File: config.mk
export PLATFORM = sky130hd
export DESIGN_NAME = fpdiv_iter
export DESIGN_NICKNAME = d
export VERILOG_FILES = /design/src/rtl/fpdiv_iter.sv
export SDC_FILE = /design/constraint.sdc
export NUM_CORES = 1
export LEC_CHECK = 0
export CAP_MARGIN = 25
export CORE_MARGIN = 2
export CORE_UTILIZATION = 25
export CTS_BUF_LIST = sky130_fd_sc_hd__clkbuf_8 sky130_fd_sc_hd__clkbuf_16
export DETAILED_ROUTE_END_ITERATION = 10
export PLACE_DENSITY = 0.42
export SYNTH_ARGS = -nofsm -noshare
export SYNTH_HDL_FRONTEND = slang
export SYNTH_SLANG_ARGS = --single-unit
File: constraint.sdc
create_clock -name clk -period 3.6 [get_ports clk]
set_input_delay 0.54 -clock clk [delete_from_list [all_inputs] [get_ports clk]]
set_output_delay 0.54 -clock clk [all_outputs]
set_load 0.02 [all_outputs]
File: src/rtl/fpdiv_iter.sv
// fpdiv_iter: iterative radix-2 restoring floating-point divider (default bf16) with RNE rounding.
// Define FPDIV_FLAGS_EN to add the {invalid,divzero,overflow,underflow,inexact} flags port.
module fpdiv_iter #(
  parameter  int EXP_W = 8,
  parameter  int MAN_W = 7,
  localparam int W     = 1 + EXP_W + MAN_W
) (
  input  logic         clk,
  input  logic         rst,
  input  logic [W-1:0] x1,
  input  logic [W-1:0] x2,
  input  logic         in_valid,
  output logic         in_ready,
  output logic [W-1:0] y,
  output logic         out_valid,
  input  logic         out_ready
`ifdef FPDIV_FLAGS_EN
  ,
  output logic [4:0]   flags
`endif
);

  localparam int QW   = MAN_W + 4;
  localparam int EW   = EXP_W + 2;
  localparam int CW   = $clog2(QW);
  localparam int BIAS = (1 << (EXP_W - 1)) - 1;
  localparam logic [EW-1:0] EMAX = EW'((1 << EXP_W) - 1);

  typedef enum logic [1:0] {IDLE, DIV, ROUND, DONE} state_t;
  state_t state, state_nx;

  logic [EXP_W-1:0] x1_e, x2_e;
  logic [MAN_W-1:0] x1_m, x2_m;
  logic             x1_nan, x1_inf, x1_zero, x2_nan, x2_inf, x2_zero;
  logic             sp_nan, sp_inf, sp_zero;

  logic             sgn_q, nan_q, inf_q, zero_q;
  logic [EW-1:0]    e_q, e_r, nm_e;
  logic [MAN_W:0]   d_q, rnd_sum;
  logic [MAN_W+1:0] r_q, r_diff;
  logic             r_ge;
  logic [QW-1:0]    q_q;
  logic [CW-1:0]    cnt;
  logic             rnd_ph;
  logic [MAN_W-1:0] nm_m, m_r;
  logic             nm_g, nm_rb, nm_s, rnd_up, ovf, unf;
  logic [W-1:0]     y_pk;
`ifdef FPDIV_FLAGS_EN
  logic             sp_dz, dz_q, inx_r, spc;
`endif

  // Subnormals have a zero exponent field, so they classify as zero (flush).
  assign x1_e    = x1[W-2:MAN_W];
  assign x2_e    = x2[W-2:MAN_W];
  assign x1_m    = x1[MAN_W-1:0];
  assign x2_m    = x2[MAN_W-1:0];
  assign x1_nan  = (&x1_e) & (|x1_m);
  assign x1_inf  = (&x1_e) & ~(|x1_m);
  assign x1_zero = ~(|x1_e);
  assign x2_nan  = (&x2_e) & (|x2_m);
  assign x2_inf  = (&x2_e) & ~(|x2_m);
  assign x2_zero = ~(|x2_e);
  assign sp_nan  = x1_nan | x2_nan | (x1_zero & x2_zero) | (x1_inf & x2_inf);
  assign sp_inf  = ~sp_nan & (x1_inf | x2_zero);
  assign sp_zero = ~sp_nan & ~sp_inf & (x1_zero | x2_inf);
`ifdef FPDIV_FLAGS_EN
  assign sp_dz   = ~sp_nan & ~x1_inf & x2_zero;
`endif

  assign r_ge   = (r_q >= {1'b0, d_q});
  assign r_diff = r_ge ? (r_q - {1'b0, d_q}) : r_q;

  // Quotient MSB is the integer bit; when clear the result is in (0.5,1) and shifts up one.
  always_comb begin
    if (q_q[QW-1]) begin
      nm_m  = q_q[QW-2:3];
      nm_g  = q_q[2];
      nm_rb = q_q[1];
      nm_s  = q_q[0] | (|r_q);
      nm_e  = e_q;
    end else begin
      nm_m  = q_q[QW-3:2];
      nm_g  = q_q[1];
      nm_rb = q_q[0];
      nm_s  = |r_q;
      nm_e  = e_q - EW'(1);
    end
    rnd_up  = nm_g & (nm_rb | nm_s | nm_m[0]);
    rnd_sum = {1'b0, nm_m} + {{MAN_W{1'b0}}, rnd_up};
  end

  assign ovf = ~e_r[EW-1] & (e_r >= EMAX);
  assign unf = e_r[EW-1] | (e_r == '0);

  always_comb begin
    if (nan_q)       y_pk = {1'b0, {EXP_W{1'b1}}, 1'b1, {(MAN_W-1){1'b0}}};
    else if (inf_q)  y_pk = {sgn_q, {EXP_W{1'b1}}, {MAN_W{1'b0}}};
    else if (zero_q) y_pk = {sgn_q, {(W-1){1'b0}}};
    else if (ovf)    y_pk = {sgn_q, {EXP_W{1'b1}}, {MAN_W{1'b0}}};
    else if (unf)    y_pk = {sgn_q, {(W-1){1'b0}}};
    else             y_pk = {sgn_q, e_r[EXP_W-1:0], m_r};
  end

`ifdef FPDIV_FLAGS_EN
  assign spc = nan_q | inf_q | zero_q;
`endif

  always_ff @(posedge clk) begin
    if (!rst) state <= IDLE;
    else      state <= state_nx;
  end

  always_comb begin
    state_nx = state;
    case (state)
      IDLE:    if (in_valid) state_nx = DIV;
      DIV:     if (cnt == CW'(QW - 1)) state_nx = ROUND;
      ROUND:   if (rnd_ph) state_nx = DONE;
      DONE:    if (out_ready) state_nx = IDLE;
      default: state_nx = IDLE;
    endcase
  end

  always_comb begin
    in_ready  = 1'b0;
    out_valid = 1'b0;
    case (state)
      IDLE:    in_ready  = rst;
      DONE:    out_valid = 1'b1;
      default: ;
    endcase
  end

  // ROUND spends two cycles: normalise/round into e_r/m_r, then pack with special overrides.
  always_ff @(posedge clk) begin
    if (!rst) begin
      y      <= '0;
      cnt    <= '0;
      rnd_ph <= 1'b0;
`ifdef FPDIV_FLAGS_EN
      flags  <= '0;
`endif
    end else begin
      case (state)
        IDLE: if (in_valid) begin
          sgn_q  <= x1[W-1] ^ x2[W-1];
          nan_q  <= sp_nan;
          inf_q  <= sp_inf;
          zero_q <= sp_zero;
          e_q    <= {2'b00, x1_e} - {2'b00, x2_e} + EW'(BIAS);
          r_q    <= {2'b01, x1_m};
          d_q    <= {1'b1, x2_m};
          cnt    <= '0;
          rnd_ph <= 1'b0;
`ifdef FPDIV_FLAGS_EN
          dz_q   <= sp_dz;
`endif
        end
        DIV: begin
          r_q <= r_diff << 1;
          q_q <= {q_q[QW-2:0], r_ge};
          cnt <= cnt + CW'(1);
        end
        ROUND: if (!rnd_ph) begin
          rnd_ph <= 1'b1;
          m_r    <= rnd_sum[MAN_W-1:0];
          e_r    <= nm_e + EW'(rnd_sum[MAN_W]);
`ifdef FPDIV_FLAGS_EN
          inx_r  <= nm_g | nm_rb | nm_s;
`endif
        end else begin
          y <= y_pk;
`ifdef FPDIV_FLAGS_EN
          flags <= {nan_q, dz_q, ~spc & ovf, ~spc & unf, ~spc & (inx_r | ovf | unf)};
`endif
        end
        default: ;
      endcase
    end
  end

endmodule

# Word-level counts from Yosys, hierarchy flattened
# Index checks and enable logic that the tools add are counted.
[op_classes]
reduce_logical = 19
eq_ne = 8
n_mux = 24
order_cmp = 2
addsub = 7
bitwise = 29
[op_table]
columns = ["operator", "count"]
rows = [
  ["15-bit 2-to-1 mux", 4],
  ["9-bit case mux with 2 select lines", 1],
  ["16-bit 2-to-1 mux", 1],
  ["8-bit AND reduction", 2],
  ["8-bit OR reduction", 2],
  ["7-bit OR reduction", 2],
  ["1-bit bitwise AND", 11],
  ["10-bit by 1-bit adder with 10-bit output", 1],
  ["9-bit by 8-bit adder with 10-bit output, second input constant", 1],
  ["10-bit by 8-bit >= comparator with 1-bit output, second input constant", 1],
  ["10-bit logical NOT", 1],
  ["10-bit 2-to-1 mux", 1],
  ["10-bit by 1-bit subtractor with 10-bit output, second input constant", 1],
  ["9-bit by 8-bit >= comparator with 1-bit output", 1],
  ["9-bit 2-to-1 mux", 1],
  ["1-bit bitwise OR", 9],
  ["3-bit AND reduction", 3],
  ["9-bit OR reduction", 1],
  ["8-bit by 8-bit subtractor with 9-bit output", 1],
  ["7-bit by 1-bit adder with 8-bit output", 1],
  ["2-bit 2-to-1 mux", 4],
  ["8-bit 2-to-1 mux", 1],
  ["2-bit != test, second input constant", 4],
  ["1-bit NOT", 8],
  ["16 further kinds", 26],
]
[totals]
input_bits = 36
reg_bits = 81
output_inout_bits = 18

# Logic depth before layout (Yosys ltp)
# Gate-level depths: netlist of run 1.
[logic_depth]
depth_word = 10
mapped_depth = 13

# Least setup slack after synthesis of run 1
# OpenSTA, ideal clock, no wires.
[synth_timing]
path_kind = "register to register"
startpoint = "reg q_q[10]"
endpoint = "reg e_r[9], data pin"
setup_ps = 267
setup_slack_ps = 106
t_required_ps = 3333
path_buffers = 1
arrival_time_ps = 3227
path_stages_with_launch = 14
path_cell_list = "edfxtp_1 buf_1 mux2i_1 nor2b_1 nand3_1 nor3b_1 and3_1 ha_1 inv_1 o41ai_1 or3b_2 nor3b_1 nand3b_1 nand4_1"
[synth_via]
elab_chain_cells = 6
word_cells_on_any_way = 10
[synth_lines]
columns = ["item", "line_no", "rtl"]
rows = [
  ["start: declaration", "42", "logic [QW-1:0] q_q;"],
  ["start signal: assignment", "161", "q_q <= {q_q[QW-2:0], r_ge};"],
  ["1-bit 2-to-1 mux", "75", "if (q_q[QW-1]) begin"],
  ["1-bit bitwise OR (2 in series)", "88", "rnd_up = nm_g & (nm_rb | nm_s | nm_m[0]);"],
  ["1-bit bitwise AND", "88", ""],
  ["7-bit by 1-bit adder with 8-bit output", "89", "rnd_sum = {1'b0, nm_m} + {{MAN_W{1'b0}}, rnd_up};"],
  ["10-bit by 1-bit adder with 10-bit output *", "167", "e_r <= nm_e + EW'(rnd_sum[MAN_W]);"],
  ["end signal: assignment", "167", ""],
  ["end: declaration", "38", "logic [EW-1:0] e_q, e_r, nm_e;"],
]
# Every way passes the cells marked *; elsewhere a longest branch is shown, timed or not.
# A chain may end at the register's enable or synchronous reset.

# Worst setup path in the final report of run 1
# Ends and elaborated chain as after synthesis.

==> results of run 1 <==
==> metal layers <==
layer,track usage [%],wire length [µm]
met4,3.07,111
met5,0,0
met2,17.3,4910
met1,15.5,5770
met3,2.90,454
==> state kept, by name, indices dropped and copies added, names as in the netlist, 2 cells and up <==
signal,count
q_q,11
r_q,9
d_q,7
y,16
cnt,4
e_r,10
m_r,7
e_q,10
state,2
==> area by class of cell <==
type | count | area [µm²]
Clock inverter | 4 | 17.5
Multi-Input combinational cell | 374 | 2570
Clock buffer | 12 | 289
Sequential cell | 81 | 2200
Fill cell | 1995 | 13300
Tap cell | 265 | 332
Timing Repair Buffer | 63 | 606
Inverter | 39 | 146
==> worst reg2reg max path, cell delays in order, from the launching register on <==
cell	delay, ps
edfxtp_1	470
buf_4	180
mux2_2	230
nand3_1	110
nor3b_1	320
and3_1	210
ha_1	190
inv_1	60
o41ai_2	310
or3b_2	500
nor3b_1	230
buf_4	160
a21o_1	80
nand4_1	80
==> logic make-up (layout without fill, tap and decap cells) <==
logic type | after synthesis | count (layout) | synth area share, %
and+or+nand+nor | 172 | 172 | 19.4
AOI/OAI and AO/OA | 127 | 127 | 16.3
DFF | 81 | 81 | 44.4
buffers and inverters | 52 | 118 | 3.94
xor gates and xnor gates | 34 | 34 | 6.01
adders and majority gates | 28 | 28 | 7.22
muxes | 13 | 13 | 2.73
==> placed cells by master, fill, tap and decap left out, drive strengths merged, types with 5 or more instances in the layout <==
cell           instances
buf                   10
o21ai                 41
nor2                  26
nand3                 12
a22oi                  8
nor3b                  7
a21oi                 26
edfxtp                58
and3                   6
dfxtp                 23
nor2b                 19
clkdlybuf4s50         53
o21a                   9
xor2                  14
ha                    27
mux2i                  9
nand2b                 7
clkbuf                12
a211oi                 7
nor4                  13
nand3b                 6
nor3                  11
nor4b                  5
xnor2                 20
and2                   8
inv                   43
nand2                 28
a31oi                  5
nand4                 10
==> stage by stage <==
stage / hold slack (ps) / cell area, µm² / power, µW
2_1_floorplan: 427 / 4960 / 2090
5_1_grt: 481 / 6160 / 3570
4_1_cts: 464 / 6150 / 3370
3_3_place_gp: 445 / 5840 / 2430
3_5_place_dp: 449 / 5840 / 2430
6_report: 462 / 6160 / 3340
==> power by group through the flow <==
stage	Sequential, µW	Combinational [µW]	Clock (µW)
after detailed placement	1370	1060	0
after floorplan	1310	780	0
after CTS	1360	1060	948
after global placement	1370	1050	0
final	1360	1060	921
after global routing	1380	1200	991
==> what timing repair did <==
action | CTS | global route
resized for setup | 0 | 1
endpoints found under the setup margin | 0 | 2
buffers inserted | 0 | 1
==> path summary, 6_finish.rpt <==
path / start / endpoint / slack, ps / depth (start not counted)
worst max-delay path: q_q[10] / e_r[9] / 210 / 13
worst min-delay path: q_q[0] / q_q[1] / 460 / 0
worst max register to register: q_q[10] / e_r[9] / 210 / 13
worst min register to register: q_q[0] / q_q[1] / 460 / 0
==> flow_results.org, run 1 <==
** Cells and area
- Relative to the synthesized area, the layout overhead comes to 24.4%.
- Net count reported at finish :: between 600 and 700
- Ratio of cells with drive above 1 in the final layout :: around 6.3%
- Non-filler cells in the finished layout :: ~840
- Final core utilization :: a little under a third
- The repair_antennas step left the layout with diodes totalling 0.

** Status
- The flow ran to the end, and the final reports show no timing, DRC or antenna violations.

** Clocking
- TritonCTS clock tree :: yes
- Number of hold-repair buffers added at the cts stage :: 0
- No sink is reached through more buffers than the 2 on the longest clock path.
- Clock tree synthesis selected as its root buffer the cell clkbuf_16.
- Number of buffers added by the clock tree synthesis step :: 9
- At the later pin of the worst-skew pair, clock insertion delay measures ~340 ps.
- For this design, the sink count on the clock tree is 81.
- After clock tree synthesis, the clock-pin slew on the worst setup and hold paths is 60 ps.
- Htree depth :: 3

** Timing
- Final period demand of the worst path :: between 3000 and 4000 ps
- Dividing the final minimum period by the clock period gives 94.2%.
- Setup repair after global routing left no endpoint under its margin.
- Slew at the pin closest to its max-slew limit :: 865 ps
- Setup TNS :: 0 ps
- Final Hold Viols :: 0
- Setup violations remaining at the end of the flow were counted as 0.
- Clock skew :: approximately 14 ps
- Final-report max-slew violation count :: 0
- Based on the critical path, the design can be clocked at up to between 200 and 300 MHz.
- Across all setup checks in the final design, the least slack found is between 200 and 250 ps.
- Relative slew slack :: between 40% and 50%

** Floorplan
- Placeable core region :: about 0.019 mm²
- For this configuration, the core starts out at a cell density of around 25%.
- The initialized floorplan defines 51 standard-cell rows.
- Measured along the y axis, the die boundary spans 145 µm.
- During I/O placement, the number of pins put on the boundary was 54.
- Die width :: approximately 140 µm
- The floorplan step defined a die boundary enclosing 0.0210 mm².

** Drt
- For this run, design rule violations remaining after detail routing come to 0.
- The final layout contains routed wiring with a total length of approximately 11000 µm.
- Initial DRC count :: between 200 and 250
- Number of optimization iterations in the first detailed-route pass :: 4
- Vias per cell :: around 4.7
- Vias :: 3912
- Once detail routing completed, the nets flagged for antenna violations numbered 0.
- After detailed routing, the average wire length per cell comes to roughly 13 µm.

** Placement
- In this run the tool buffered the top-level ports with 53 buffer cells.
- Counting tap cells, the placed design contains a total of 821 instances.
- Post-Place Setup Slack :: between 100 and 150 ps
- Global placer's final weighted congestion :: between 0.8 and 0.9
- After legalization and detailed placement, the total HPWL measured 8620 µm.

** Synthesis
- The synthesized design spends more area on one cell type than any other, namely edfxtp_1.
- Post-Syn Instances :: around 510
- Top-area cell type share of the netlist area :: 35.1%
- Top cells by count, synth :: edfxtp_1 (58), o21ai_0 (41), inv_1 (39), nand2_1 (28), ha_1 (27)
- The synthesized design contains 58 enable-type register cells.
- After synthesis, the mean cell area works out to roughly 9.8 µm².
- For this run, the register share of the synthesized area comes to between 40% and 50%.
- Counting distinct cell types in the post-synthesis netlist gives between 50 and 60.
- edfxtp_1 is the most common cell in the netlist.
- Syn_nets :: about 570
- Yosys warnings :: 0
- The most used flip-flop cell after synthesis is edfxtp_1.
- Summing every instance area after synthesis gives 0.00496 mm².
- Async SR Flop Fraction :: 0%
- Yosys attributes the largest share of cell area to edfxtp_1 (35%), dfxtp_1 (9.3%), ha_1 (6.8%).
- Number of storage elements in the synthesis netlist :: 81

** Setup path
- In this run the worst path has a maximum fanout of 5.
- On the worst path, the slowest cell contributes a delay of ~500 ps.
- Kind of cell with the highest combined delay on the critical path :: simple AND/OR/NAND/NOR gates
- The signal on the critical path passes through buf_4 > mux2_2 > nand3_1 > nor3b_1 > and3_1 > ha_1 > inv_1 > o41ai_2 > or3b_2 > nor3b_1 > buf_4 > a21o_1 > nand4_1.
- Slowest cell on the critical path :: or3b_2
- CP Capture Type :: register
- Worst setup path class :: reg -> reg
- Buffers and inverters on the worst path :: 3
- Type of element launching the critical path :: register
- Data on the critical path is required at its endpoint by between 3000 and 4000 ps.
- At the worst endpoint, the arrival time is between 3000 and 4000 ps.

** Run
- Max cap viols :: 0

** GRT
- Gr usage total :: ~11%
- The number of antenna violations at the first check in global routing was 0.
- The total overflow left after global routing is 0.
- Via count of the first global-routing pass :: between 3000 and 4000
- Global-route wire length before repair :: between 15000 and 20000 µm
- Maximum number of pins on one net before global-route repair :: 29

** Pwr
- IR analysis of the VDD net gives a maximum drop of between 200 and 250 µV.
- Cell-internal power :: 2220 µW
- Proportion of power drawn by combinational gates :: a little under a third
- Cell Pwr Density :: 542 mW/mm²
- Part of the power in registers :: about two fifths
- Clock power frac :: between 20% and 30%
- Net Switching :: approximately 1100 µW
- P_leak :: ~0.0022 µW
- In this run switching power makes up 33.6% of total power.

** Min path
- The min-delay analysis places its worst path in the category reg -> reg.
No activity file was read; power rests on OpenSTA's default activity.
==> run 2: changes to the inputs <==
CAP_MARGIN = not set   (was 25)
GPL_TIMING_DRIVEN = 0   (was not set)
==> flow_results.org, run 2 (synthesis gave the netlist of run 1 again) <==
** Status
- Status :: finished, final reports clean

** Timing
- The final critical-path required period came to 3380 ps (-14.8 ps).
- The number of hold violations in the final report is 0 (unchanged).
- Relative slew slack :: 31.0% (-11 points)
- The final cycle utilization of the critical path was 93.8% (-0.41 points).
- Final-report max-slew violation count :: 0 (unchanged)
- The final worst clock skew is 7.24 ps (-6.77 ps).
- Setup repair after global routing could not meet its margin everywhere.
- Setup TNS :: 0 ps (unchanged)
- The slew at the pin closest to its max-slew limit is 1030 ps (+170 ps).
- The number of setup violations in the final report was 0 (unchanged).
- The peak clock frequency supported by timing is 296 MHz (+0.44%).

** Clocking
- TritonCTS built the clock tree.
- The level count of the clock H-tree was 3 (unchanged).
- Clock Path Buffers :: 2 (unchanged)
- The post-CTS clock slew at the launch and capture registers of the worst setup and hold paths came to 60 ps (about the same).
- The quantity of hold-fixing buffers added after cts came to 0 (unchanged).
- The number of clock buffers inserted by TritonCTS came to 9 (unchanged).
- Clock sink total :: 81 (unchanged)
- The root buffer cell chosen for the clock tree is clkbuf_16.
- The clock network latency to the later pin of the worst-skew pair was 340 ps (about the same).

** Floorplan
- The starting density of the core was 25.5% (unchanged).
- Vertical die dimension :: 145 µm (unchanged)
- The count of pins on the block boundary is 54 (unchanged).
- Die Footprint :: 0.0210 mm² (unchanged)
- The number of rows created at floorplan is 51 (unchanged).
- Die width :: 145 µm (unchanged)
- Placeable core region :: 0.0195 mm² (unchanged)

** Drt
- Total wirelength of the detailed-routed design :: 11500 µm (+2.4%)
- The DRC violation count after routing came to 0 (unchanged).
- Initial DRC count :: 182 (-19%)
- The antenna violation net count after detailed routing was 0 (unchanged).
- The number of optimization iterations in the first detailed-route pass was 5 (+1).
- The routed length per placed instance came to 13.7 µm (+1.8%).
- Vias per cell :: 4.68 (+0.32%)
- The via total after detailed routing came to 3948 (+0.92%).

** Placement
- The detailed placement HPWL was 8920 µm (+3.5%).
- Port Buffer Count :: 53 (unchanged)
- The global placement routability congestion came to 0.775 (-5.1%).
- Instance count after placement with tap cells included :: 826 (+0.61%)

** Cells and area
- Filler instances :: 2036 (+2.1%)
- The share of cells above drive strength 1 was 5.54% (-0.75 points).
- The number of standard cells in the final layout excluding fillers came to 843 (+0.60%).
- Most common cell after layout, fill and taps aside :: edfxtp_1
- The signed area change from the synthesized netlist to the final layout came to 24.4% (unchanged).
- Ranked by flip-flop count, first place goes to y.
- The largest registers in the layout are y: 16 flops, q_q: 11 flops.
- The register cell area after layout is 0.00220 mm² (unchanged).
- The number of antenna cells inserted was 0 (unchanged).
- Net count reported at finish :: 637 (+0.79%)
- Area occupied by multi-input gates :: 0.00260 mm² (+1.1%)
- Max reg flops :: 16 (unchanged)
- Top library cells by usage in the layout, fill and taps aside :: edfxtp_1 (58), clkdlybuf4s50_1 (53), inv_1 (41), o21ai_0 (41), nand2_1 (28)

** Setup path
- Worst setup path class :: reg -> reg
- The required time at the worst-slack endpoint was 3670 ps (about the same).
- Type of element launching the critical path :: register
- STA classifies the critical path endpoint as a register.
- The depth of the worst register-to-register path was 13 (unchanged).
- Highest net fanout along the worst path :: 10 (+5)
- Worst setup slack for register-to-register paths :: 220 ps (about the same)
- Arrival time at the worst endpoint :: 3450 ps (-20 ps)
- The worst register-to-register path begins at q_q[10].
- In this run the critical register-to-register path is captured at e_r[9].

** Pwr
- P_leak :: 0.00218 µW (-0.83%)
- Highest ir drop seen on vdd :: 182 µV (-21%)
- The total power density per cell area is 534 mW/mm² (-1.4%).

** Min path
- Hold worst-path end :: q_q[1]
- The startpoint identified for the worst hold timing path is q_q[0].
- The number of instances on the worst hold path is 0 (unchanged).
- Classification of the worst-slack hold path :: reg -> reg

** GRT
- Gr usage total :: 11.3% (+0.13 points)
- The largest net degree at the start of global routing is 22 (-24%).
- The aggregate global routing overflow was 0 (unchanged).
- Via count of the first global-routing pass :: 3763 (+3.7%)
- Number of antenna violations at the first check in global routing :: 0 (unchanged)
- The first-pass GRT wire length was 18800 µm (+2.4%).

** Run
- The count of max-cap constraint violations was 0 (unchanged).
## run 2: how the worst max path moves through the flow
| stage | slack, ps | from | cells after the start | end |
|---|---|---|---|---|
| finish | 220 | q_q[10] | 13 | e_r[9] |
| global route | -80 | q_q[10] | 13 | e_r[9] |
| CTS | 40 | q_q[10] | 13 | e_r[9] |
| detailed placement | -470 | q_q[10] | 13 | e_r[9] |
| global placement | -450 | q_q[10] | 13 | e_r[9] |
| floorplan | 110 | q_q[10] | 13 | e_r[9] |
## run 2: timing repair
item                                    CTS  global route
gates resized for setup                   4             3
setup buffers                             0             1
gates cloned                              0             0
endpoints found under the setup margin    2             4
pin swaps                                 0             0
## run 2: cell type report
| type | count | share of cell area [%] |
|---|---|---|
| well taps | 265 | 5.38 |
| flip-flops and latches | 81 | 35.7 |
| inverters | 39 | 2.38 |
| multi-input cells | 374 | 42.2 |
| clock buffers | 10 | 4.06 |
| plain buffers | 13 | 0.812 |
| repair buffers | 55 | 8.91 |
| clock inverters | 6 | 0.548 |
## run 2: per-stage QoR
stage / worst slack (ps) / hold slack, ps / power (µW) / instance area, µm² / util [%]
after floorplan: 106 / 427 / 2090 / 4960 / -
after CTS: 43.8 / 464 / 3320 / 6140 / 31.5
after global placement: -446 / 446 / 2400 / 5820 / 29.9
after global routing: -83.1 / 473 / 3520 / 6160 / 31.7
final: 224 / 453 / 3290 / 6160 / 31.7
after detailed placement: -471 / 450 / 2420 / 5830 / 30.0
## run 2: report_power, final
part           internal (µW)  switching [µW]  leakage, µW
clock                    503             374     0.000146
sequential              1210             127     0.000718
combinational            438             642      0.00132
## run 2: per-layer routing
metal  part of all wire [%]  track usage (%)  routed length, µm  up-vias
li1                       -                -                  -     2024
met1                     51             15.7               5860     1831
met2                     44             17.9               5090       83
met3                    3.4             1.84                387       10
met4                    1.5             3.88                172        0
met5                      0                0                  0        -
## run 2: critical path: stages (launching register included)
cell and delay [ps]:
edfxtp_1 380, buf_2 210, mux2i_1 140, nor2b_1 160
nand3_1 150, nor3b_2 250, and3_1 200, ha_1 200
inv_1 90, o41ai_4 320, or3b_2 530, nor3b_4 250
nand3b_1 140, nand4_1 100
